File: src/rtl/rf_operand_fetch_pkg.sv
// Shared widths and the writeback record used by the
// operand-fetch front end and its bypass selectors.
package rf_operand_fetch_pkg;

   localparam int DATA_W = 32;
   localparam int ADDR_W = 8;

   localparam logic [ADDR_W-1:0] REG_ZERO = '0;

   typedef struct packed {
      logic              valid;
      logic [ADDR_W-1:0] addr;
      logic [DATA_W-1:0] data;
   } wb_t;

endpackage

File: src/rtl/rf_bypass_sel.sv
// Per-operand source select: zero register, then the
// in-flight writebacks newest first, then array data.
module rf_bypass_sel
   import rf_operand_fetch_pkg::*;
(
   input  logic [ADDR_W-1:0] idx,
   input  wb_t               live,
   input  wb_t               wb_q,
   input  wb_t               sn_q,
   input  logic [DATA_W-1:0] rf_data,
   output logic [DATA_W-1:0] data
);

   always_comb begin
      data = rf_data;
      if (idx == REG_ZERO)
         data = '0;
      else if (live.valid && live.addr == idx)
         data = live.data;
      else if (wb_q.valid && wb_q.addr == idx)
         data = wb_q.data;
      else if (sn_q.valid && sn_q.addr == idx)
         data = sn_q.data;
   end

endmodule

File: src/rtl/rf_operand_fetch.sv
// Operand fetch / writeback front end for a 2R1W register
// file with 1-cycle read and three-deep write forwarding.
module rf_operand_fetch #(
   parameter int DATA_W = rf_operand_fetch_pkg::DATA_W,
   parameter int ADDR_W = rf_operand_fetch_pkg::ADDR_W
) (
   input  logic              clk,
   input  logic              rst_n,
   input  logic              req_valid,
   output logic              req_ready,
   input  logic [ADDR_W-1:0] req_rs1,
   input  logic [ADDR_W-1:0] req_rs2,
   input  logic [ADDR_W-1:0] req_rd,
   output logic              op_valid,
   input  logic              op_ready,
   output logic [DATA_W-1:0] op_a,
   output logic [DATA_W-1:0] op_b,
   output logic [ADDR_W-1:0] op_rd,
   input  logic              wb_valid,
   input  logic [ADDR_W-1:0] wb_addr,
   input  logic [DATA_W-1:0] wb_data,
   output logic [ADDR_W-1:0] rf_addr_a,
   output logic [ADDR_W-1:0] rf_addr_b,
   input  logic [DATA_W-1:0] rf_data_a,
   input  logic [DATA_W-1:0] rf_data_b,
   output logic              rf_we,
   output logic [ADDR_W-1:0] rf_addr_wr,
   output logic [DATA_W-1:0] rf_data_in
);

   import rf_operand_fetch_pkg::wb_t;
   import rf_operand_fetch_pkg::REG_ZERO;

   wb_t live;
   wb_t wb_q;
   wb_t sn_q;

   logic              r_valid;
   logic [ADDR_W-1:0] r_rs1;
   logic [ADDR_W-1:0] r_rs2;
   logic [ADDR_W-1:0] r_rd;

   logic              stall;
   logic              r_hold;
   logic [DATA_W-1:0] sel_a;
   logic [DATA_W-1:0] sel_b;

   assign live = '{valid: wb_valid && (wb_addr != REG_ZERO),
                   addr:  wb_addr,
                   data:  wb_data};

   assign stall     = op_valid && !op_ready;
   assign r_hold    = r_valid && stall;
   assign req_ready = !r_hold;

   // A held R re-reads its own sources so rf_data stays current
   assign rf_addr_a = r_hold ? r_rs1 : req_rs1;
   assign rf_addr_b = r_hold ? r_rs2 : req_rs2;

   assign rf_we      = wb_q.valid;
   assign rf_addr_wr = wb_q.addr;
   assign rf_data_in = wb_q.data;

   // SN holds the write the array commits at the edge R sampled
   always_ff @(posedge clk or negedge rst_n) begin
      if (!rst_n) begin
         wb_q <= '0;
         sn_q <= '0;
      end else begin
         wb_q <= live.valid ? live : '0;
         sn_q <= wb_q;
      end
   end

   always_ff @(posedge clk or negedge rst_n) begin
      if (!rst_n) begin
         r_valid <= 1'b0;
         r_rs1   <= '0;
         r_rs2   <= '0;
         r_rd    <= '0;
      end else if (!r_hold) begin
         r_valid <= req_valid;
         r_rs1   <= req_rs1;
         r_rs2   <= req_rs2;
         r_rd    <= req_rd;
      end
   end

   rf_bypass_sel u_sel_a (
      .idx     (r_rs1),
      .live    (live),
      .wb_q    (wb_q),
      .sn_q    (sn_q),
      .rf_data (rf_data_a),
      .data    (sel_a)
   );

   rf_bypass_sel u_sel_b (
      .idx     (r_rs2),
      .live    (live),
      .wb_q    (wb_q),
      .sn_q    (sn_q),
      .rf_data (rf_data_b),
      .data    (sel_b)
   );

   always_ff @(posedge clk or negedge rst_n) begin
      if (!rst_n) begin
         op_valid <= 1'b0;
         op_a     <= '0;
         op_b     <= '0;
         op_rd    <= '0;
      end else if (r_valid && !stall) begin
         op_valid <= 1'b1;
         op_a     <= sel_a;
         op_b     <= sel_b;
         op_rd    <= r_rd;
      end else if (op_ready) begin
         op_valid <= 1'b0;
      end
   end

endmodule

File: config.mk
export PLATFORM = sky130hd
export DESIGN_NAME = rf_operand_fetch
export DESIGN_NICKNAME = d
export VERILOG_FILES = /design/src/rtl/rf_operand_fetch_pkg.sv /design/src/rtl/rf_bypass_sel.sv /design/src/rtl/rf_operand_fetch.sv
export SDC_FILE = /design/constraint.sdc
export NUM_CORES = 1
export LEC_CHECK = 0
export ABC_AREA = 0
export CAP_MARGIN = 15
export CORE_AREA = 4 4 194 196
export CTS_BUF_LIST = sky130_fd_sc_hd__clkbuf_16
export DETAILED_ROUTE_END_ITERATION = 8
export DIE_AREA = 0 0 198 200
export GPL_ROUTABILITY_DRIVEN = 0
export PLACE_DENSITY = 0.5
export SYNTH_ARGS = -nofsm -noshare
export SYNTH_HDL_FRONTEND = slang
export SYNTH_SLANG_ARGS = --single-unit
export TNS_END_PERCENT = 50
File: constraint.sdc
create_clock -name clk -period 5.2 [get_ports clk]
set_clock_uncertainty 0.1 [all_clocks]
set_input_delay 0.78 -clock clk [delete_from_list [all_inputs] [get_ports clk]]
set_output_delay 0.78 -clock clk [all_outputs]
set_load 0.01 [all_outputs]
==> metrics.csv <==
metric;value;unit
status;completed;
clk-insertion-delay-late;0.45;ns
drv_slew;0;
startpoint_type;primary input;
cts_resized;0;
ys_ff_latch;180;
grt_pass1_wl;53000;um
die_h;200;um
antennaDiodeCount;0;
maxCapViolCount;0;
cpMostUsedCell;clkdlybuf4s50_1;
worstPathArrival;2.96;ns
worstSetupPathType;in -> out;
firstDrtPassIters;5;
nets;1159;
wire_per_inst;23.4;um
syn_area;8910;sq um
post_cts_buffers;0;
io_pins;264;
critPathCaptureType;output pin;
placed_cells;1475;
dr_total_vias;7725;
cp_data_required_time;4.32;ns
grt_overflow;0;
worst_path_max_delay_cell;nand3b_1;
cts_buffer_depth;2;
ant_nets;0;
max_freq;0.261;GHz
start_util;0.247;
io_buffers;263;
synth-seq-area-share;0.506;
p_per_area;315;nW/um^2
min_path_type;in -> async;
yosysWarnings;0;
vias_per_cell;5.13;
die_w;198;um
synth_area_leaders;dfrtp_1 (51%), o41ai_2 (5.3%), mux2_2 (4.0%), o21ai_0 (3.6%), and4_1 (3.2%);
drive_above_1_share;0.127;
cts-root-buf;clkbuf_16;
grt_max_degree;95;
slowest_delay;0.72;ns
drc_errors;0;
tns;0;ns
rsz0062_at_grt;false;
drt-initial-drc-count;430;
antenna_found_initial;0;
cts_tree;done;
peakVddDrop;216;uV
finalSetupViolCount;0;
routed_wl;35300;um
grt_pass1_vias;8250;
yosys.area.top_type;dfrtp_1;
h-tree-depth;4;
yosysTopAreaCellShare;0.506;
reg2reg_from;r_rs1[5];
synth.net_count;934;
clk_pin_slew_worst_paths;0.08;ns
coreArea;36100;sq um
hold_viol_final;0;
synthCells;801;
min_period;3.84;ns
grt_use_total;0.176;
fin_cells;1507;
crit_fanout;19;
max_slew.worst_pin.slew;1.03;ns
crit_chain;clkdlybuf4s50_1, nand3b_1, mux2_2, clkdlybuf4s50_1;
p_leak;4.83;nW
startpoint;op_ready;
slew-limit-headroom;0.311;
hold_buffers;0;
rows;70;
fp.dieArea;39600;sq um
yosysUniqueCellTypes;36;
cts_made_buffers;17;
n_fill_cell;3617;
min_period_over_period;0.738;
syn_to_final_growth;41.6;%
clkSinkCount;180;
dp_hpwl;23100;um
avgSynthCellArea;11.1;sq um
## routing by layer
metal,global-route usage,vias to the layer above,wire (um),part of all wire
li1,-,3490,-,-
met1,0.235,3950,15700,0.44
met2,0.288,253,17000,0.48
met3,0.0430,32,2090,0.059
met4,0.0482,0,520,0.015
met5,0,-,0,0
## synthesized netlist by cell type
library cell / instances
o21ai_0: 64
nor2_1: 32
a21o_1: 1
or3_1: 1
o31a_1: 33
and4_1: 33
clkbuf_1: 66
o41ai_1: 3
nand3_1: 3
and3_1: 1
inv_2: 1
a22oi_1: 32
nor3_1: 3
o21ai_2: 1
nor4_1: 6
buf_4: 3
nand4_1: 38
nor3b_2: 2
o211a_1: 1
buf_2: 4
nand2_1: 36
and2_1: 41
nor3b_1: 30
mux2_2: 32
xor2_1: 15
or4_1: 4
o41ai_2: 29
nand3b_1: 1
nand3_2: 1
buf_6: 3
dfrtp_1: 180
o211ai_1: 1
o31ai_1: 32
a211oi_1: 32
xnor2_1: 33
nand2b_1: 3
## layout by cell type (no fill, tap or decap), types with 2 or more instances in the layout
cell type / n
xnor2_1: 33
o41ai_1: 3
xor2_1: 15
buf_4: 18
clkdlybuf4s50_1: 262
a22oi_1: 32
nor2_1: 32
dfrtp_1: 180
clkbuf_16: 17
o31ai_1: 32
nand2b_1: 3
nand3_2: 2
and2_1: 40
nor3b_1: 30
or4_1: 4
inv_8: 3
nand2_2: 2
nor3_2: 2
mux2_2: 32
nand2_1: 33
a211oi_1: 32
bufinv_16: 2
o31a_1: 32
inv_6: 3
nand4_1: 38
o41ai_2: 29
and4_1: 32
clkinvlp_4: 5
o21ai_0: 64
nor4_1: 5
nor3b_2: 2
## cell families (layout without fill, tap and decap cells)
| family | Yosys count | in the layout | synth area share |
|---|---|---|---|
| mux | 32 | 32 | 0.0404 |
| simple gates | 235 | 235 | 0.161 |
| flops | 180 | 180 | 0.506 |
| buf+inv | 77 | 315 | 0.0368 |
| compound gates | 229 | 229 | 0.209 |
| xor+xnor | 48 | 48 | 0.0472 |
## area by class of cell
cell class	count	area [sq um]	area share
clock buffers	17	425	0.0337
clock inverters	15	171	0.0136
inverters	1	3.75	0.000298
multi-input cells	544	4130	0.328
flip-flops and latches	180	4500	0.357
well taps	468	586	0.0464
repair buffers	282	2790	0.221
## metrics by stage
step,setup slack (ns),utilization,hold slack (ns),cell area (sq um),power (W)
final,1.36,0.350,0.302,12600,0.00397
after global routing,1.19,0.350,0.346,12600,0.00415
after CTS,1.34,0.350,0.319,12600,0.00403
after detailed placement,1.25,0.333,0.324,12000,0.00265
after global placement,1.32,0.333,0.322,12000,0.00265
after floorplan,2.47,-,0.349,8910,0.00207
## final timing paths
kind	endpoint	slack [ns]	cells past startpoint
setup / recovery	rf_addr_a[5]	1.36	4
hold / removal	r_rd[2]	0.30	1
setup reg to reg	op_a[27]	2.24	6
hold reg to reg	sn_q[3]	0.34	0
max in group asynchronous	rf_data_in[18]	3.69	2
min in group clk	sn_q[3]	0.34	0
## sequential cells by signal (all words and copies together), names as in the netlist, 32 cells and up
signal	flops
op_a	32
op_b	32
rf_data_in	32
sn_q	41
## critical path: cells and delay by family
family | cells | cell delay (ns)
buffers and inverters | 2 | 0.88
muxes | 1 | 0.55
and+or+nand+nor | 1 | 0.72
## where the power goes
part           switching, W  internal (W)
clock network      0.000631      0.000723
registers          0.000129       0.00155
logic              0.000456      0.000485
total               0.00122       0.00276
Note: power is estimated with default switching activity, not from simulation.
